**src/rtl/mem_port_arbiter.sv**
```systemverilog
// Single-port memory arbiter for the VGA scan reader, CPU datapath and board DMA engine.
// One registered grant per cycle; read data returns one cycle after issue with a per-requester strobe.
module mem_port_arbiter #(
  parameter int ADDR_W        = 16,
  parameter int DATA_W        = 16,
  parameter int VGA_MAX_BURST = 8
) (
  input  logic              clock,
  input  logic              reset,
  input  logic              vga_req,
  input  logic [ADDR_W-1:0] vga_addr,
  output logic              vga_gnt,
  output logic              vga_rvalid,
  input  logic              cpu_req,
  input  logic              cpu_we,
  input  logic [ADDR_W-1:0] cpu_addr,
  input  logic [DATA_W-1:0] cpu_wdata,
  output logic              cpu_gnt,
  output logic              cpu_rvalid,
  input  logic              dma_req,
  input  logic              dma_we,
  input  logic [ADDR_W-1:0] dma_addr,
  input  logic [DATA_W-1:0] dma_wdata,
  output logic              dma_gnt,
  output logic              dma_rvalid,
  output logic [DATA_W-1:0] rdata,
  output logic [ADDR_W-1:0] mem_addr,
  output logic [DATA_W-1:0] mem_din,
  output logic              mem_we,
  input  logic [DATA_W-1:0] mem_dout,
  output logic [1:0]        owner
);

  localparam logic [1:0] ST_IDLE = 2'd0;
  localparam logic [1:0] ST_VGA  = 2'd1;
  localparam logic [1:0] ST_CPU  = 2'd2;
  localparam logic [1:0] ST_DMA  = 2'd3;
  localparam logic [7:0] BURST_MAX = VGA_MAX_BURST[7:0];

  logic [1:0]        state_q, state_d;
  logic              rr_q, rr_d;          // 1 = DMA was last served
  logic [7:0]        burst_q, burst_d;
  logic [ADDR_W-1:0] addr_hold_q, addr_hold_d;
  logic [1:0]        rtag_q, rtag_d;
  logic [DATA_W-1:0] rdata_q, rdata_d;
  logic [1:0]        rr_win_s;
  logic              forced_s;

  // Next-state arbitration: forced CPU/DMA slot, then VGA, then round robin.
  always_comb begin
    if (cpu_req && dma_req) begin
      rr_win_s = rr_q ? ST_CPU : ST_DMA;
    end else if (cpu_req) begin
      rr_win_s = ST_CPU;
    end else begin
      rr_win_s = ST_DMA;
    end
    forced_s = (burst_q == BURST_MAX) && (cpu_req || dma_req);
    if (forced_s) begin
      state_d = rr_win_s;
    end else if (vga_req) begin
      state_d = ST_VGA;
    end else if (cpu_req || dma_req) begin
      state_d = rr_win_s;
    end else begin
      state_d = ST_IDLE;
    end
    case (state_d)
      ST_VGA:  burst_d = (burst_q == BURST_MAX) ? burst_q : burst_q + 8'd1;
      default: burst_d = 8'd0;
    endcase
    case (state_d)
      ST_CPU:  rr_d = 1'b0;
      ST_DMA:  rr_d = 1'b1;
      default: rr_d = rr_q;
    endcase
  end

  // Issue-cycle memory drive; mem_addr keeps its last value while idle.
  always_comb begin
    vga_gnt  = 1'b0;
    cpu_gnt  = 1'b0;
    dma_gnt  = 1'b0;
    mem_addr = addr_hold_q;
    mem_din  = '0;
    mem_we   = 1'b0;
    case (state_q)
      ST_VGA: begin
        vga_gnt  = 1'b1;
        mem_addr = vga_addr;
      end
      ST_CPU: begin
        cpu_gnt  = 1'b1;
        mem_addr = cpu_addr;
        mem_din  = cpu_wdata;
        mem_we   = cpu_we;
      end
      ST_DMA: begin
        dma_gnt  = 1'b1;
        mem_addr = dma_addr;
        mem_din  = dma_wdata;
        mem_we   = dma_we;
      end
      default: begin
        mem_addr = addr_hold_q;
      end
    endcase
    addr_hold_d = mem_addr;
    if ((state_q != ST_IDLE) && !mem_we) begin
      rtag_d = state_q;
    end else begin
      rtag_d = ST_IDLE;
    end
  end

  // Read return: the tag of last cycle's read selects which strobe fires.
  always_comb begin
    vga_rvalid = (rtag_q == ST_VGA);
    cpu_rvalid = (rtag_q == ST_CPU);
    dma_rvalid = (rtag_q == ST_DMA);
    if (rtag_q != ST_IDLE) begin
      rdata = mem_dout;
    end else begin
      rdata = rdata_q;
    end
    rdata_d = rdata;
    owner   = state_q;
  end

  // State, round-robin, burst and return-path registers.
  always_ff @(posedge clock or negedge reset) begin
    if (!reset) begin
      state_q     <= ST_IDLE;
      rr_q        <= 1'b1;
      burst_q     <= 8'd0;
      addr_hold_q <= '0;
      rtag_q      <= ST_IDLE;
      rdata_q     <= '0;
    end else begin
      state_q     <= state_d;
      rr_q        <= rr_d;
      burst_q     <= burst_d;
      addr_hold_q <= addr_hold_d;
      rtag_q      <= rtag_d;
      rdata_q     <= rdata_d;
    end
  end

endmodule

```
**config.mk**
```make
export PLATFORM = sky130hd
export DESIGN_NAME = mem_port_arbiter
export DESIGN_NICKNAME = d
export VERILOG_FILES = /design/src/rtl/mem_port_arbiter.sv
export SDC_FILE = /design/constraint.sdc
export NUM_CORES = 1
export LEC_CHECK = 0
export CORE_MARGIN = 3
export CORE_UTILIZATION = 36
export CTS_CLUSTER_SIZE = 20
export DETAILED_ROUTE_END_ITERATION = 16
export GPL_TIMING_DRIVEN = 0
export PLACE_DENSITY = 0.82
export RECOVER_POWER = 50
export SLEW_MARGIN = 0
export SYNTH_ARGS = -nofsm -noshare
export SYNTH_HDL_FRONTEND = slang
export SYNTH_SLANG_ARGS = --single-unit
```
**constraint.sdc**
```tcl
create_clock -name clock -period 1.9 [get_ports clock]
set_clock_uncertainty 0.05 [all_clocks]
set_input_delay 0.19 -clock clock [delete_from_list [all_inputs] [get_ports clock]]
set_output_delay 0.19 -clock clock [all_outputs]
set_load 0.01 [all_outputs]
```
======== After elaboration in Yosys (flattened, before gate mapping) ========
Cells that the tools add are included.
word-level totals
  flip-flop bits (word level) ............. 45
  input port bits ......................... 103
  output and inout port bits .............. 57
cells by class
  $add $sub $neg .......................... 1
  equality and inequality tests ........... 11
  muxes and demuxes ....................... 17
  reductions and logical operators ........ 8
operators with widths
  operator               number
  $pmux W16 S3           1
  $pmux W16 S2           1
  $mux W16               1
  $mux W8                2
  $eq A2 B2 Y1 const B   6
  $mux W2                5
  $add A8 B1 Y8 const B  1
  $eq A8 B4 Y1 const B   1
  $eq A2 B1 Y1 const B   3
  $reduce_bool A2 Y1     3
  $mux W1                5
  $pmux W1 S2            2
  $logic_and A1 B1 Y1    3
  $ne A2 B2 Y1 const B   1
  $logic_not A1 Y1       1
  $logic_or A1 B1 Y1     1

======== Depth between registers and ports, before layout ========
Gate-level depths: netlist of the first run.
  word-level depth ........................ 7
  gate-level depth with buffers ........... 5
  gate-level depth less buffers ........... 5

======== Worst setup path after synthesis of the first run ========
No wires, ideal clock.
  path kind ............................... register to output
  start point ............................. reg state_q[0], in the netlist owner[0]
  end point ............................... out mem_addr[0]
  data arrival time ....................... 1542 ps
  path slack .............................. 118 ps
  stages on the path, launching flop included .. 4
  buffers on the path ..................... 2
  cells stage by stage .................... dfrtp_1 > buf_2 > buf_2 > mux4_2
on the way
  longest elaborated chain between the ends .. 2
ends and longest elaborated chain
  element                                       line  source
  from (decl)                                   40    logic [1:0] state_q, state_d;
  from (signal assigned)                        140   state_q <= state_d;
  $eq A2 B2 Y1 or $eq A2 B1 Y1 (tied branches)  87    case (state_q)
  $pmux W16 S3 *                                87
  to (decl)                                     27    output logic [ADDR_W-1:0] mem_addr,
Every way passes the cells marked *; elsewhere a longest branch is shown, timed or not.

======== Worst setup path in the final report of the first run ========
Same ends and word-level chain as after synthesis.

==> impl_metrics.env, run 1 <==
export IMPL_grt_pass1_vias=2371
export IMPL_critPathArrivalTime_ns=1.69
export IMPL_violations="setup timing"
export IMPL_drv_slew=0
export IMPL_cellLeakagePower_uw=0.002020
export IMPL_rr_endpoint="owner[1]"
export IMPL_fmaxAchievable_mhz=518.6
export IMPL_cp_endpoint="mem_addr[0]"
export IMPL_worst_r2r_cell_count=6
export IMPL_syn_avg_cell_area_sq_um=13.20
export IMPL_clk_pin_slew_ns=0.10
export IMPL_setup_slack_ns=-0.02842
export IMPL_clockBufferDepth=2
export IMPL_area_delta_synth_final_pct=91.06
export IMPL_power_density_nw_per_um2=638.0
export IMPL_cts_root_buf="clkbuf_8"
export IMPL_crit_path_frequent_cell="buf_6"
export IMPL_io_pins=160
export IMPL_antenna_found_initial=0
export IMPL_cts_buffers=5
export IMPL_clock_power_share=0.217
export IMPL_dp_hpwl_mm=5.625
export IMPL_finalCritPeriodShare=1.015
export IMPL_grt_pass1_wl_mm=11.61
export IMPL_setup_viol=11
export IMPL_die_area_sq_um=7492
export IMPL_p_switching_uw=804.2
export IMPL_cp_startpoint="owner[0]"
export IMPL_cp_cell_sequence="buf_6 -> buf_12 -> mux4_2 -> buf_6"
export IMPL_worst_slew_margin_rel=0.5461
export IMPL_crit_path_start_kind="flop"
export IMPL_gr_total_overflow=0
export IMPL_finalHoldViolCount=0
export IMPL_fin_area_sq_um=4463
export IMPL_place_gp_congestion=0.7459
export IMPL_swShare=0.2824
export IMPL_grt_max_degree=35
export IMPL_crit_path_top_delay_cell="mux4_2"
export IMPL_htreeDepth=2
export IMPL_p_comb_frac=0.389
export IMPL_ys_types=28
export IMPL_num_antenna_cells=0
export IMPL_clock_sinks=45
export IMPL_ant_nets=0
export IMPL_cts_tree="built"
export IMPL_path_buf_inv=3
export IMPL_netlist_instances=177
export IMPL_reg2reg_from="burst_q[0]"
export IMPL_rsz0062_at_grt="true"
export IMPL_drc=0
export IMPL_via_count=2177
export IMPL_period_minus_slack_ns=1.928
export IMPL_drive_gt1_frac=0.3021
export IMPL_wl_mm=7.901
export IMPL_cpLargestDelayFamily="multiplexers"
export IMPL_cp_depth=4
export IMPL_synth_area_sq_um=2336
export IMPL_hold_class="input port to async pin"
export IMPL_crit_path_end_kind="output pin"
export IMPL_status="finished, violations left"
export IMPL_yosysWarnings=0
export IMPL_start_util=0.3832
export IMPL_ys_seq_area_frac=0.4826
export IMPL_cp_data_required_time_ns=1.66
export IMPL_peakVddDrop_v=0.0005555
export IMPL_whs_ns=0.3778
export IMPL_cap_violations=0
export IMPL_die_h_um=86.56
export IMPL_drt_iter0_markers=28
export IMPL_clk_latency_ns=0.30
export IMPL_regArea_sq_um=1129
export IMPL_critPathMaxFanout=10
export IMPL_rows=28
export IMPL_first_pass_iters=2
export IMPL_fp_dieW_um=86.56
export IMPL_crit_type="flop to output pin"
export IMPL_tightest_slew_ns=0.6809
export IMPL_most_common_layout_cells="clkdlybuf4s50_1, dfrtp_1, buf_6"
export IMPL_ys_ff_latch=45
export IMPL_rrSetupSlack_ns=0.12
export IMPL_post_drt_wl_per_cell_um=17.60
export IMPL_syn_nets=282
export IMPL_fillers=434
export IMPL_viasPerCell=4.849
export IMPL_setup_tns_ns=-0.1579
export IMPL_p_seq_frac=0.395
export IMPL_cpPeakStageDelay_ns=0.55
export IMPL_intPower_uw=2043
export IMPL_track_usage=0.1987
export IMPL_portBuffers=159
export IMPL_multi_input_area_sq_um=1200
export IMPL_coreArea_sq_um=6096
export IMPL_final_nets=478
export IMPL_place_area_sq_um=4036
export IMPL_layout_commonest_cell="clkdlybuf4s50_1"
[synth_stat cells (all sizes together)]
| master | instances | area [sq um] |
|---|---|---|
| clkbuf | 5 | 18.77 |
| mux2i | 17 | 170.2 |
| o31ai | 1 | 21.27 |
| buf | 4 | 20.02 |
| a21oi | 7 | 35.03 |
| mux2 | 16 | 180.2 |
| inv | 3 | 11.26 |
| dfstp | 1 | 26.28 |
| nor3 | 2 | 10.01 |
| dfrtp | 44 | 1101 |
| nor4b | 1 | 8.760 |
| or3 | 3 | 20.02 |
| nor2 | 4 | 15.01 |
| xor2 | 2 | 17.52 |
| nand2b | 1 | 6.260 |
| nor2b | 25 | 156.4 |
| or4b | 1 | 13.76 |
| nor3b | 1 | 7.510 |
| nand3 | 3 | 15.01 |
| nand2 | 6 | 22.52 |
| and2 | 3 | 18.77 |
| or3b | 1 | 8.760 |
| o21ai | 6 | 30.03 |
| nand4 | 1 | 6.260 |
| mux4 | 16 | 360.4 |
| a221o | 1 | 10.01 |
| ha | 2 | 25.02 |
[power by group through the flow]
stage	sequential [uW]	clock, uW	combinational [uW]
final	1120	617	1110
after global routing	1140	675	1180
after CTS	1120	627	1030
after detailed placement	1130	0	963
after global placement	1130	0	945
after floorplan	1120	0	404
[logic make-up after synthesis]
logic type / synth area share
xor gates and xnor gates: 0.007500
DFF: 0.4826
buffers and inverters: 0.02143
AOI/OAI and AO/OA: 0.04124
and+or+nand+nor: 0.1323
muxes: 0.3042
adders and majority gates: 0.01071
[routing by layer]
layer | vias to the layer above | GRT usage | share of wire
met5 | - | 0 | 0
met4 | 0 | 0.05807 | 0.015
met3 | 8 | 0.05513 | 0.088
met2 | 110 | 0.3414 | 0.51
met1 | 1023 | 0.2435 | 0.38
li1 | 1036 | - | -
[registers in the layout, summed over array words and instances (netlist names)]
register	count
rr_q	1
rtag_q	2
owner	2
burst_q	8
addr_hold_q	16
rdata_q	16
[timing repair]
item / CTS / global route
endpoints found under the hold margin: 10 / 0
cloned: 1 / 0
pin swaps: 2 / 1
setup buffers: 21 / 9
hold buffers: 1 / 0
setup endpoints to repair: 71 / 43
resized for setup: 178 / 39
[worst min-delay path by stage]
stage / from / slack, ns / cells past startpoint / endpoint
after detailed placement: reset / 0.05 / 1 / rdata_q[0]
after global placement: rdata_q[1] / 0.43 / 1 / rdata_q[1]
after CTS: reset / 0.26 / 2 / rdata_q[0]
after floorplan: reset / -0.16 / 0 / addr_hold_q[0]
after global routing: reset / 0.43 / 2 / rdata_q[0]
final: reset / 0.38 / 2 / rdata_q[0]
[metrics by stage]
step,std cells,power (uW),setup slack [ns],util
global route,449,2992,-0.09641,0.7321
floorplan,177,1524,0.1180,-
global placement,411,2070,-0.6848,0.6597
finish,449,2848,-0.02842,0.7321
detailed placement,412,2093,-0.5861,0.6622
CTS,442,2774,-0.1410,0.7141
[worst reg2reg max path, cell delays in order (launching register included)]
cell and delay, ns:
dfrtp_1 0.41, inv_1 0.08, ha_1 0.15, or4b_4 0.51, o31ai_4 0.21, buf_4 0.18
nor2b_1 0.13
[final cells by class]
| class | count | share of cell area |
|---|---|---|
| Timing Repair Buffer | 190 | 0.4135 |
| Multi-Input combinational cell | 120 | 0.2689 |
| Buffer | 8 | 0.02103 |
| Sequential cell | 45 | 0.2529 |
| Clock buffer | 5 | 0.01542 |
| Tap cell | 75 | 0.02103 |
| Inverter | 3 | 0.002523 |
| Clock inverter | 3 | 0.004766 |
No activity file was read; power rests on OpenSTA's default activity.
==> run 2: changes to the inputs <==
--- a/config.mk
+++ b/config.mk
@@ -5,13 +5,16 @@
 export SDC_FILE = /design/constraint.sdc
 export NUM_CORES = 1
 export LEC_CHECK = 0
+export CAP_MARGIN = 5
 export CORE_MARGIN = 3
 export CORE_UTILIZATION = 36
 export CTS_CLUSTER_SIZE = 20
 export DETAILED_ROUTE_END_ITERATION = 16
+export GPL_ROUTABILITY_DRIVEN = 0
 export GPL_TIMING_DRIVEN = 0
 export PLACE_DENSITY = 0.82
 export RECOVER_POWER = 50
+export SKIP_CTS_REPAIR_TIMING = 1
 export SLEW_MARGIN = 0
 export SYNTH_ARGS = -nofsm -noshare
 export SYNTH_HDL_FRONTEND = slang
==> impl_metrics.env, run 2 (synthesis results as in run 1) <==
export IMPL_via_count=2158
export IMPL_fillers=445
export IMPL_cellLeakagePower_uw=0.002235
export IMPL_die_h_um=86.56
export IMPL_violations="setup timing"
export IMPL_p_switching_uw=754.9
export IMPL_ant_nets=0
export IMPL_cpLargestDelayFamily="buffers and inverters"
export IMPL_top_regs="addr_hold_q: 16 flops, rdata_q: 16 flops, burst_q: 8 flops"
export IMPL_crit_type="flop to output pin"
export IMPL_fp_dieW_um=86.56
export IMPL_portBuffers=159
export IMPL_crit_path_end_kind="output pin"
export IMPL_antenna_found_initial=0
export IMPL_io_pins=160
export IMPL_drc=0
export IMPL_grt_pass1_wl_mm=10.81
export IMPL_num_antenna_cells=0
export IMPL_p_seq_frac=0.412
export IMPL_rows=28
export IMPL_fin_cells=435
export IMPL_multi_input_area_sq_um=1181
export IMPL_wl_mm=7.453
export IMPL_first_pass_iters=4
export IMPL_finalCritPeriodShare=1.061
export IMPL_fin_util=0.7143
export IMPL_dp_cells=412
export IMPL_die_area_sq_um=7492
export IMPL_tightest_slew_ns=0.6402
export IMPL_gr_total_overflow=0
export IMPL_hold_class="input port to async pin"
export IMPL_clock_power_share=0.222
export IMPL_drive_gt1_frac=0.2500
export IMPL_finalHoldViolCount=0
export IMPL_worst_slew_margin_rel=0.5732
export IMPL_status="finished, violations left"
export IMPL_rrSetupSlack_ns=0.09
export IMPL_area_delta_synth_final_pct=86.40
export IMPL_intPower_uw=1963
export IMPL_drt_iter0_markers=37
export IMPL_clock_sinks=45
export IMPL_setup_slack_ns=-0.1167
export IMPL_track_usage=0.1853
export IMPL_clk_pin_slew_ns=0.09
export IMPL_cp_cell_sequence="nor2_4 -> buf_6 -> buf_6 -> buf_6 -> buf_6 -> mux2_4 -> buf_6"
export IMPL_cts_buffers=5
export IMPL_power_density_nw_per_um2=624.2
export IMPL_grt_pass1_vias=2220
export IMPL_period_minus_slack_ns=2.017
export IMPL_clk_latency_ns=0.29
export IMPL_drv_slew=0
export IMPL_regArea_sq_um=1129
export IMPL_crit_path_start_kind="flop"
export IMPL_coreArea_sq_um=6096
export IMPL_viasPerCell=4.961
export IMPL_swShare=0.2778
export IMPL_post_drt_wl_per_cell_um=17.13
export IMPL_final_nets=464
export IMPL_crit_path_top_delay_cell="dfrtp_1"
export IMPL_cap_violations=0
export IMPL_cts_tree="built"
export IMPL_dp_hpwl_mm=5.625
export IMPL_layout_commonest_cell="clkdlybuf4s50_1"
export IMPL_grt_max_degree=35
export IMPL_path_buf_inv=5
export IMPL_clockBufferDepth=2
export IMPL_critPathArrivalTime_ns=1.78
export IMPL_peakVddDrop_v=0.0005561
export IMPL_fin_area_sq_um=4354
export IMPL_place_area_sq_um=4036
export IMPL_rsz0062_at_grt="true"
export IMPL_htreeDepth=2
export IMPL_setup_viol=15
export IMPL_critPathMaxFanout=5
export IMPL_p_comb_frac=0.365
export IMPL_cts_root_buf="clkbuf_8"
export IMPL_start_util=0.3832
export IMPL_cpPeakStageDelay_ns=0.43
export IMPL_cp_data_required_time_ns=1.66
export IMPL_most_common_layout_cells="clkdlybuf4s50_1, dfrtp_1, dlymetal6s2s_1"
export IMPL_crit_path_frequent_cell="buf_6"
export IMPL_fmaxAchievable_mhz=495.9
## run 2: worst paths after layout
kind                            start         end  depth (start not counted)
setup / recovery            rtag_q[0]   rdata[12]                          7
max in group asynchronous       reset   rtag_q[0]                          3
min in group clock            dma_req    owner[0]                          3
hold reg to reg            rdata_q[1]  rdata_q[1]                          1
setup reg to reg           burst_q[0]    owner[1]                          6
hold / removal                  reset  rdata_q[0]                          2
## run 2: power by group through the flow
stage,logic (uW),registers [uW],clock network [uW]
global route,1070,1130,670
global placement,945,1130,0
detailed placement,963,1130,0
floorplan,404,1120,0
CTS,965,1110,627
finish,993,1120,605
## run 2: final cells by class
cell class,count,share of cell area
plain buffers,8,0.02040
clock buffers,5,0.01580
clock inverters,3,0.004885
inverters,3,0.002586
multi-input cells,120,0.2713
flip-flops and latches,45,0.2592
well taps,75,0.02155
repair buffers,176,0.4043
## run 2: metrics by stage
| stage | hold WS [ns] | setup WS [ns] | power, uW | TNS, ns |
|---|---|---|---|---|
| floorplan | -0.1556 | 0.1180 | 1524 | 0 |
| global placement | 0.4273 | -0.6848 | 2070 | -47.35 |
| detailed placement | 0.05090 | -0.5861 | 2093 | -16.64 |
| CTS | -0.2779 | -0.9386 | 2704 | -34.55 |
| global route | 0.4345 | -0.1771 | 2870 | -1.805 |
| finish | 0.3796 | -0.1167 | 2718 | -0.5945 |
## run 2: metal layers
layer / up-vias / routed length, um / track usage
met4: 0 / 104 / 0.06091
met2: 109 / 3713 / 0.3053
met5: - / 0 / 0
met1: 1031 / 2969 / 0.2308
met3: 6 / 666 / 0.05894
li1: 1012 / - / -
